[src/rtl/conv_win_sched.sv]
// conv_win_sched: read-side scheduler for the four-bank convolution line buffer.
// Tracks which banks hold a complete row, sweeps the three banks of the current
// 3-row band column by column, and assembles 3x3 windows into a 2-entry output
// FIFO behind a valid/ready handshake. Retired banks go back to the writer via mem_used.
//
// Ports:
//   clk, rst            clock, asynchronous active-high reset
//   start               frame start pulse (honoured only when idle)
//   cfg_width/height    frame size, latched on an accepted start
//   mem_bank_full[i]    bank i has just received its last column
//   mem_used[i]         one-cycle release pulse for bank i
//   mb_rd_addr          per-bank column read address, bank i at [XB*i +: XB]
//   pix_data            per-bank read data, one cycle after the address, bank i at [PB*i +: PB]
//   win_valid/ready     window handshake
//   win_data            pixel k = 3*r+c at [PB*k +: PB], r=0 top row, c=0 left column
//   win_row/win_col     output coordinates of the head window
//   busy, done          not idle / one-cycle frame-complete pulse
// Optional: define CONV_WIN_SCHED_PERF_EN to add perf_stall and perf_wait counters.
module conv_win_sched #(
    parameter int XB = 10,
    parameter int YB = 10,
    parameter int PB = 8
) (
    input  logic              clk,
    input  logic              rst,
    input  logic              start,
    input  logic [XB-1:0]     cfg_width,
    input  logic [YB-1:0]     cfg_height,
    input  logic [3:0]        mem_bank_full,
    output logic [3:0]        mem_used,
    output logic [4*XB-1:0]   mb_rd_addr,
    input  logic [4*PB-1:0]   pix_data,
    output logic              win_valid,
    input  logic              win_ready,
    output logic [9*PB-1:0]   win_data,
    output logic [YB-1:0]     win_row,
    output logic [XB-1:0]     win_col,
    output logic              busy,
    output logic              done
`ifdef CONV_WIN_SCHED_PERF_EN
    ,
    output logic [31:0]       perf_stall,
    output logic [31:0]       perf_wait
`endif
);
    localparam int EW = 9*PB + YB + XB;

    typedef enum logic [2:0] {S_IDLE, S_WAIT, S_SWEEP, S_DRAIN, S_RELEASE} state_t;

    state_t          state_q, state_d;
    logic [3:0]      filled_q, filled_d;
    logic [1:0]      tb_q, tb_d;
    logic [YB-1:0]   out_row_q, out_row_d;
    logic [XB-1:0]   w_m1_q, w_m1_d;
    logic [YB-1:0]   h_m3_q, h_m3_d;
    logic [XB-1:0]   col_q, col_d;
    logic            rd_vld_q, rd_vld_d;
    logic [XB-1:0]   rd_col_q, rd_col_d;
    logic [3*PB-1:0] sh0_q, sh0_d, sh1_q, sh1_d;
    logic [1:0]      cnt_q, cnt_d;
    logic [EW-1:0]   e0_q, e0_d, e1_q, e1_d;
    logic [3:0]      mem_used_q, mem_used_d;
    logic            done_q, done_d;
`ifdef CONV_WIN_SCHED_PERF_EN
    logic [31:0]     perf_stall_q, perf_stall_d, perf_wait_q, perf_wait_d;
`endif

    logic [3:0]      band_mask;
    logic            pop, push, issue;
    logic [1:0]      cnt_p;
    logic [3*PB-1:0] newc;
    logic [9*PB-1:0] win_new;
    logic [EW-1:0]   e_new;

    always_comb begin
        band_mask = '0;
        newc = '0;
        win_new = '0;
        for (int r = 0; r < 3; r++) begin
            band_mask[tb_q + 2'(r)] = 1'b1;
            newc[PB*r +: PB] = pix_data[PB*int'(tb_q + 2'(r)) +: PB];
        end
        // Two held columns plus the column returning this cycle form the window.
        for (int r = 0; r < 3; r++) begin
            win_new[PB*(3*r)   +: PB] = sh0_q[PB*r +: PB];
            win_new[PB*(3*r+1) +: PB] = sh1_q[PB*r +: PB];
            win_new[PB*(3*r+2) +: PB] = newc[PB*r +: PB];
        end
        pop   = (cnt_q != 2'd0) && win_ready;
        cnt_p = cnt_q - {1'b0, pop};
        // Credit: post-pop occupancy plus the read in flight must leave room.
        issue = (state_q == S_SWEEP) && ((cnt_p + {1'b0, rd_vld_q}) < 2'd2);
        push  = rd_vld_q && (rd_col_q >= XB'(2));
        e_new = {out_row_q, rd_col_q - XB'(2), win_new};
        mb_rd_addr = '0;
        for (int b = 0; b < 4; b++)
            if (state_q == S_SWEEP && band_mask[b]) mb_rd_addr[XB*b +: XB] = col_q;
    end

    always_comb begin
        state_d    = state_q;
        tb_d       = tb_q;
        out_row_d  = out_row_q;
        w_m1_d     = w_m1_q;
        h_m3_d     = h_m3_q;
        col_d      = col_q;
        mem_used_d = '0;
        done_d     = 1'b0;
        filled_d   = (filled_q & ~mem_used_q) | mem_bank_full;
        rd_vld_d   = issue;
        rd_col_d   = issue ? col_q : rd_col_q;
        sh0_d      = rd_vld_q ? sh1_q : sh0_q;
        sh1_d      = rd_vld_q ? newc : sh1_q;
        e0_d       = pop ? e1_q : e0_q;
        e1_d       = e1_q;
        if (push && cnt_p == 2'd0) e0_d = e_new;
        if (push && cnt_p != 2'd0) e1_d = e_new;
        cnt_d      = cnt_p + {1'b0, push};
        case (state_q)
            S_IDLE: if (start) begin
                if (cfg_width < XB'(3) || cfg_height < YB'(3)) begin
                    done_d = 1'b1;
                end else begin
                    w_m1_d    = cfg_width - XB'(1);
                    h_m3_d    = cfg_height - YB'(3);
                    out_row_d = '0;
                    state_d   = S_WAIT;
                end
            end
            S_WAIT: if ((filled_q & band_mask) == band_mask) begin
                state_d = S_SWEEP;
                col_d   = '0;
                sh0_d   = '0;
                sh1_d   = '0;
            end
            S_SWEEP: if (issue) begin
                col_d = col_q + XB'(1);
                if (col_q == w_m1_q) state_d = S_DRAIN;
            end
            S_DRAIN: begin
                // Outputs are registered, so the release decision is made one cycle early.
                done_d     = (out_row_q == h_m3_q);
                mem_used_d = done_d ? band_mask : 4'b0001 << tb_q;
                state_d    = S_RELEASE;
            end
            S_RELEASE: begin
                // After the last band the writer continues at the bank following the band.
                tb_d      = done_q ? tb_q + 2'd3 : tb_q + 2'd1;
                out_row_d = done_q ? out_row_q : out_row_q + YB'(1);
                state_d   = done_q ? S_IDLE : S_WAIT;
            end
            default: state_d = S_IDLE;
        endcase
`ifdef CONV_WIN_SCHED_PERF_EN
        perf_stall_d = perf_stall_q + 32'((cnt_q != 2'd0) && !win_ready && !(&perf_stall_q));
        perf_wait_d  = perf_wait_q + 32'((state_q == S_WAIT) && !(&perf_wait_q));
        if (state_q == S_IDLE && start) begin
            perf_stall_d = '0;
            perf_wait_d  = '0;
        end
`endif
    end

    always_ff @(posedge clk or posedge rst) begin
        if (rst) begin
            state_q    <= S_IDLE;
            filled_q   <= '0;
            tb_q       <= '0;
            out_row_q  <= '0;
            w_m1_q     <= '0;
            h_m3_q     <= '0;
            col_q      <= '0;
            rd_vld_q   <= 1'b0;
            rd_col_q   <= '0;
            sh0_q      <= '0;
            sh1_q      <= '0;
            cnt_q      <= '0;
            e0_q       <= '0;
            e1_q       <= '0;
            mem_used_q <= '0;
            done_q     <= 1'b0;
`ifdef CONV_WIN_SCHED_PERF_EN
            perf_stall_q <= '0;
            perf_wait_q  <= '0;
`endif
        end else begin
            state_q    <= state_d;
            filled_q   <= filled_d;
            tb_q       <= tb_d;
            out_row_q  <= out_row_d;
            w_m1_q     <= w_m1_d;
            h_m3_q     <= h_m3_d;
            col_q      <= col_d;
            rd_vld_q   <= rd_vld_d;
            rd_col_q   <= rd_col_d;
            sh0_q      <= sh0_d;
            sh1_q      <= sh1_d;
            cnt_q      <= cnt_d;
            e0_q       <= e0_d;
            e1_q       <= e1_d;
            mem_used_q <= mem_used_d;
            done_q     <= done_d;
`ifdef CONV_WIN_SCHED_PERF_EN
            perf_stall_q <= perf_stall_d;
            perf_wait_q  <= perf_wait_d;
`endif
        end
    end

    assign mem_used  = mem_used_q;
    assign done      = done_q;
    assign busy      = (state_q != S_IDLE);
    assign win_valid = (cnt_q != 2'd0);
    assign {win_row, win_col, win_data} = e0_q;
`ifdef CONV_WIN_SCHED_PERF_EN
    assign perf_stall = perf_stall_q;
    assign perf_wait  = perf_wait_q;
`endif
endmodule
[config.mk]
export PLATFORM = sky130hd
export DESIGN_NAME = conv_win_sched
export DESIGN_NICKNAME = d
export VERILOG_FILES = /design/src/rtl/conv_win_sched.sv
export SDC_FILE = /design/constraint.sdc
export NUM_CORES = 1
export LEC_CHECK = 0
export ABC_AREA = 1
export CORE_MARGIN = 5
export CORE_UTILIZATION = 57
export CTS_BUF_LIST = sky130_fd_sc_hd__clkbuf_2 sky130_fd_sc_hd__clkbuf_4 sky130_fd_sc_hd__clkbuf_8
export DETAILED_ROUTE_END_ITERATION = 6
export MAX_ROUTING_LAYER = met4
export PLACE_DENSITY = 0.79
export REMOVE_ABC_BUFFERS = 1
export SLEW_MARGIN = 20
export SYNTH_ARGS = -nofsm -noshare
export SYNTH_HDL_FRONTEND = slang
export SYNTH_SLANG_ARGS = --single-unit
[constraint.sdc]
create_clock -name clk -period 13.3 [get_ports clk]
set_clock_uncertainty 0.1 [all_clocks]
set_input_delay 1.33 -clock clk [delete_from_list [all_inputs] [get_ports clk]]
set_output_delay 1.33 -clock clk [all_outputs]
set_load 0.05 [all_outputs]
# After elaboration in Yosys (flattened, before gate mapping)
# Cells that the tools add are included.
# word_totals
input_bits	60
out_inout_bits	139
ff_bits	299
wordCells	126
# op_classes
n_reduce_logical	25
n_lt_le_gt_ge	10
shifts	4
bitwise	7
n_eq_ne	13
add_sub_neg	13
mux	38
# op_table
op	count
2-to-1 mux 92 bit	2
2-to-1 mux 24 bit	6
2-to-1 mux 10 bit	9
indexed part select 32 x 7 -> 8 bit	2
one-hot mux 10 bit (2 select lines)	2
indexed part select 32 x 6 -> 8 bit	1
adder 10 x 1 -> 10 bit (second input constant)	2
== test 10 bit	2
less-than comparator 10 x 2 -> 1 bit (second input constant)	2
subtractor 10 x 2 -> 10 bit (second input constant)	2
2-to-1 mux 3 bit	5
one-hot mux 3 bit (5 select lines)	1
logical AND 1 bit	12
OR 4 bit	3
>= comparator 10 x 2 -> 1 bit (second input constant)	1
inequality test 2 bit (second input constant)	5
nonzero test 2 bit	5
subtractor 10 x 1 -> 10 bit (second input constant)	1
less-than comparator 2 x 3 -> 1 bit (second input constant)	3
bitwise AND 4 bit	2
2-to-1 mux 4 bit	2
demux 1 bit (select 2 bit)	3
== test 3 x 2 -> 1 bit (second input constant)	2
>= comparator 2 x 1 -> 1 bit (second input constant)	3
24 further kinds	32

# Longest topological paths before layout
# logic_depth
depth_word	11
mapped_depth	18
depth_no_buf	14

# Least setup slack after synthesis
# Ideal clock, no wire load.
# synth_timing
kind	flip-flop to output port
startpoint	register tb_q[1]
endpoint	output port mb_rd_addr[30]
setup_slack_ps	9826
required_ps	11870
path_stages_with_launch	8
n_path_buf	2
t_arrival_ps	2044
path_cell_list	dfrtp_1 clkbuf_2 clkinv_1 clkbuf_1 ha_1 inv_1 nand2_1 nor2_1
# synth_via
elab_chain_len	9
elab_cells_between_ends	21
cone_classes	add/sub: 2; order compare: 6; mux: 7; bitwise: 2; reduce/logical: 4
# synth_lines
element	line	source
from (decl)	52	logic [1:0] tb_q, tb_d;
from (signal assigned)	189	tb_q <= tb_d;
adder 2 x 1 -> 2 bit	80	band_mask[tb_q + 2'(r)] = 1'b1;
less-than comparator 2 x 3 -> 1 bit (implied by the code) or >= comparator 2 x 1 -> 1 bit (tied branches)	80	
logical AND 1 bit (implied by the code)	80	
2-to-1 mux 1 bit (implied by the code)	80	
demux 1 bit (select 2 bit)	80	
OR 4 bit (no source line)	-	
OR 4 bit (no source line) *	-	
logical AND 1 bit *	97	if (state_q == S_SWEEP && band_mask[b]) mb_rd_addr[XB*b +: XB] = col_q;
2-to-1 mux 10 bit *	97	
to (decl)	31	output logic [4*XB-1:0] mb_rd_addr,
# Mark *: on every way between the ends. The rest lies on a longest branch, timed or not.

# Final worst setup path
# layout_timing
startpoint	input port win_ready
endpoint	register e1_q[73]
# layout_via
elab_chain_len	4
# layout_lines
element	line	source
from (decl)	34	input logic win_ready,
logical AND 1 bit	89	pop = (cnt_q != 2'd0) && win_ready;
subtractor 2 x 1 -> 2 bit	90	cnt_p = cnt_q - {1'b0, pop};
nonzero test 2 bit	117	if (push && cnt_p != 2'd0) e1_d = e_new;
logical AND 1 bit	117	
to (signal assigned)	179	e1_q <= '0;
to (signal assigned)	200	e1_q <= e1_d;
to (decl)	61	logic [EW-1:0] e0_q, e0_d, e1_q, e1_d;
# No other way between the ends.
# A chain may end at the register's enable or synchronous reset.

==> metrics.md <==
| Metric | Value |
|---|---|
| Area leader, netlist | dfrtp_1 |
| Leakage | 8.46 nW |
| Max Clock Freq | 185 MHz |
| Die ar. | 28800 um2 |
| Final hold viol count | 0 |
| HP Class | flip-flop to flip-flop |
| Top cells by area, synth | dfrtp_1 51%, nand2_1 11%, nand3_1 9.6%, inv_1 5.5%, o21ai_0 5.4% |
| CP startpoint kind | primary input |
| Yosys Warn Count | 0 |
| Ant diodes | 0 |
| Clk buf depth | 3 |
| # setup viols final | 0 |
| Vias in the first global route | 12600 |
| Synth Cell Area | 14600 um2 |
| Post_cts resized | 0 |
| Top cells by count, synth | 436 x nand2_1, 299 x dfrtp_1, 280 x nand3_1, 215 x inv_1, 156 x o21ai_0 |
| Clock-pin slew on the worst setup and hold paths | 0.06 ns |
| Ports | 199 |
| Most numerous cell on the critical path | buf_4 |
| Part of the Yosys area used for sequential elements | 51.4% |
| CP max stage cell | buf_4 |
| Psw | 1.63 mW |
| Port Buffers | 198 |
| Switching share of power | 43.2% |
| Total CTS buffers | 48 |
| CTS Sinks | 299 |
| Critical path class | primary input to flip-flop |
| Hpwl dp | 23500 um |
| Flop pwr share | 36.4% |
| Worst path max stage delay | 0.82 ns |
| Final critical-path share of the clock period | 40.6% |
| Wire length of the first global-routing pass | 61600 um |
| Final wirelength | 37000 um |
| FFs w/ async S/R, synth | 100% |
| Final net count | 2037 |
| Combinational share of power | 41.6% |
| DRC Markers | 0 |
| Tmin final | 5.40 ns |
| Share of cells above drive strength 1 | 6.30% |
| Post-synth EDFFs | 0 |
| Internal | 2.15 mW |
| GRT Util Overall | 26.5% |
| Initial antenna violation count | 0 |
| Avg Cell Area, Syn | 8.03 um2 |
| Core area | 25200 um2 |
| ANT nets after route | 0 |
| Netlist cell types | 39 |
| CTS root buffer | clkbuf_8 |
| Fin Setup TNS | 0 ns |
| Total Power | 3.78 mW |
| Hold Buf Count CTS | 0 |
| Die X | 170 um |
| Total global routing overflow | 0 |
| Most common cell in the netlist | nand2_1 |
| Fill cells | 2020 |
| Setup Buffers After CTS | 0 |
| Post-synth top area share | 51.4% |
| Largest net degree at the start of global routing | 175 |
| Unrepaired setup endpoints after global routing | no |
| Starting density of the core | 57.8% |
| CP cell instances | clkdlybuf4s50_1 -> nand2_4 -> inv_2 -> buf_4 -> ha_1 -> nand2_1 -> nand2_2 -> nor2_2 -> nor2_4 -> buf_4 -> buf_4 -> inv_1 -> nand2_1 -> o21ai_1 |
| Clock power frac | 21.9% |
| Most used DFF post-synth | dfrtp_1 |
| Starting DRC count in detailed routing | 1290 |
| Worst rel slew slack | 23.1% |
| Clk Latency, worst-skew pair | 0.56 ns |
| WL/cell | 15.9 um |
| Vert. Die Dim | 170 um |
| Fin. max-slew vios | 0 |
| H-tree depth | 2 |
| # rows | 58 |
| CTS tree | yes |
| Max-capacitance violation count | 0 |
| Gate Count Post-Synth | 1812 |
| Critical Path Sink Type | flip-flop |
| Worst EP arrival | 5.73 ns |
| Vias/cell | 5.47 |
| Worst slew pin tran | 1.15 ns |
| PwrDens | 216 nW/um2 |
| DR vias | 12700 |
| VDD IR-drop max | 184 uV |
| Drt first pass iters | 5 |
| Status | complete, no violations |
| P&R area growth vs syn | 20.4% |
| WP data required | 13.62 ns |
| RePlAce Congestion | 0.885 |
| #FFs+latches synth | 299 |
| Largest fanout on the critical path | 97 |
==> power groups by stage <==
| stage | clock, mW | combinational (mW) | sequential [mW] |
|---|---|---|---|
| detailed placement | 0 | 1.56 | 1.39 |
| finish | 0.830 | 1.57 | 1.38 |
| global placement | 0 | 1.53 | 1.38 |
| CTS | 0.847 | 1.58 | 1.38 |
| floorplan | 0 | 0.804 | 1.84 |
| global route | 0.889 | 1.73 | 1.41 |
==> path summary, 6_finish.rpt <==
check | start | end | slack [ns] | cells past startpoint
max | win_ready | e1_q[73]$_DFFE_PP0P_ | 7.90 | 14
min | sh1_q[17]$_DFF_PP0_ | e1_q[57]$_DFFE_PP0P_ | 0.37 | 2
max reg2reg | cnt_q[1]$_DFF_PP0_ | e1_q[73]$_DFFE_PP0P_ | 8.55 | 15
min reg2reg | sh1_q[17]$_DFF_PP0_ | e1_q[57]$_DFFE_PP0P_ | 0.37 | 2
max in group asynchronous | rst | e1_q[38]$_DFFE_PP0P_ | 10.48 | 3
min in group asynchronous | rst | sh0_q[20]$_DFF_PP0_ | 1.19 | 2
==> sequential cells by signal, indices dropped and copies added, names as in the netlist, 4 cells and up <==
register and cells:
sh1_q 24, mem_used 4, sh0_q 24, w_m1_q 10
e0_q 92, h_m3_q 10, filled_q 4, col_q 10
out_row_q 10, rd_col_q 10, e1_q 92
==> final cells by class <==
cell class	instances	area [um2]	share of cell area (%)
clock buffer	82	1000	5.73
clock inverter	5	28.8	0.164
inverter	223	847	4.83
multi-input combinational	1182	5670	32.4
sequential	299	7480	42.7
tap	330	413	2.36
timing repair buffer	209	2080	11.9
==> stage by stage <==
| step | hold slack (ns) | area (um2) | setup slack, ns | instances | util [%] |
|---|---|---|---|---|---|
| 2_1_floorplan | 0.343 | 14000 | 2.16 | 1704 | - |
| 3_3_place_gp | 0.356 | 16500 | 7.58 | 2243 | 65.5 |
| 3_5_place_dp | 0.352 | 16500 | 7.41 | 2243 | 65.5 |
| 4_1_cts | 0.362 | 17500 | 7.98 | 2330 | 69.6 |
| 5_1_grt | 0.394 | 17500 | 7.61 | 2330 | 69.6 |
| 6_report | 0.368 | 17500 | 7.90 | 2330 | 69.6 |
==> layer usage <==
layer	part of all wire (%)	up-vias	global-route usage [%]
met2	46	483	41.6
met4	1.9	0	6.79
li1	-	6108	-
met3	8.8	69	5.96
met5	0	-	-
met1	43	6078	35.3
==> worst max-delay path, delay by kind of cell <==
kind,cells,cell delay (ns)
AO/OA/AOI/OAI,1,0.08
adder cells (fa/ha/maj),1,0.36
AND/OR/NAND/NOR,6,0.69
buffers and inverters,6,3.15
==> cell families (layout without fill, tap and decap cells) <==
kind of cell / Yosys count / in the layout / share of synthesized area, %
flops: 299 / 299 / 51.4
fa+ha+maj: 14 / 14 / 1.20
buf+inv: 331 / 519 / 9.83
compound gates: 243 / 243 / 9.30
simple gates: 886 / 886 / 25.9
xor+xnor: 39 / 39 / 2.35
==> layout by cell type, fill, tap and decap left out, drive strengths merged <==
| master | count |
|---|---|
| dfrtp | 299 |
| xnor2 | 12 |
| clkbuf | 82 |
| and3 | 1 |
| nor3b | 1 |
| nand3 | 281 |
| o211ai | 38 |
| clkinv | 8 |
| o31a | 1 |
| nand4 | 10 |
| o21ai | 172 |
| nor3 | 8 |
| clkdlybuf4s50 | 198 |
| nor2 | 134 |
| nand3b | 1 |
| o31ai | 2 |
| nand2 | 438 |
| o21a | 1 |
| o21bai | 5 |
| nor4 | 1 |
| a31oi | 7 |
| buf | 11 |
| ha | 14 |
| or2 | 11 |
| xor2 | 27 |
| inv | 220 |
| a21oi | 17 |
(Power assumes the default switching activity.)
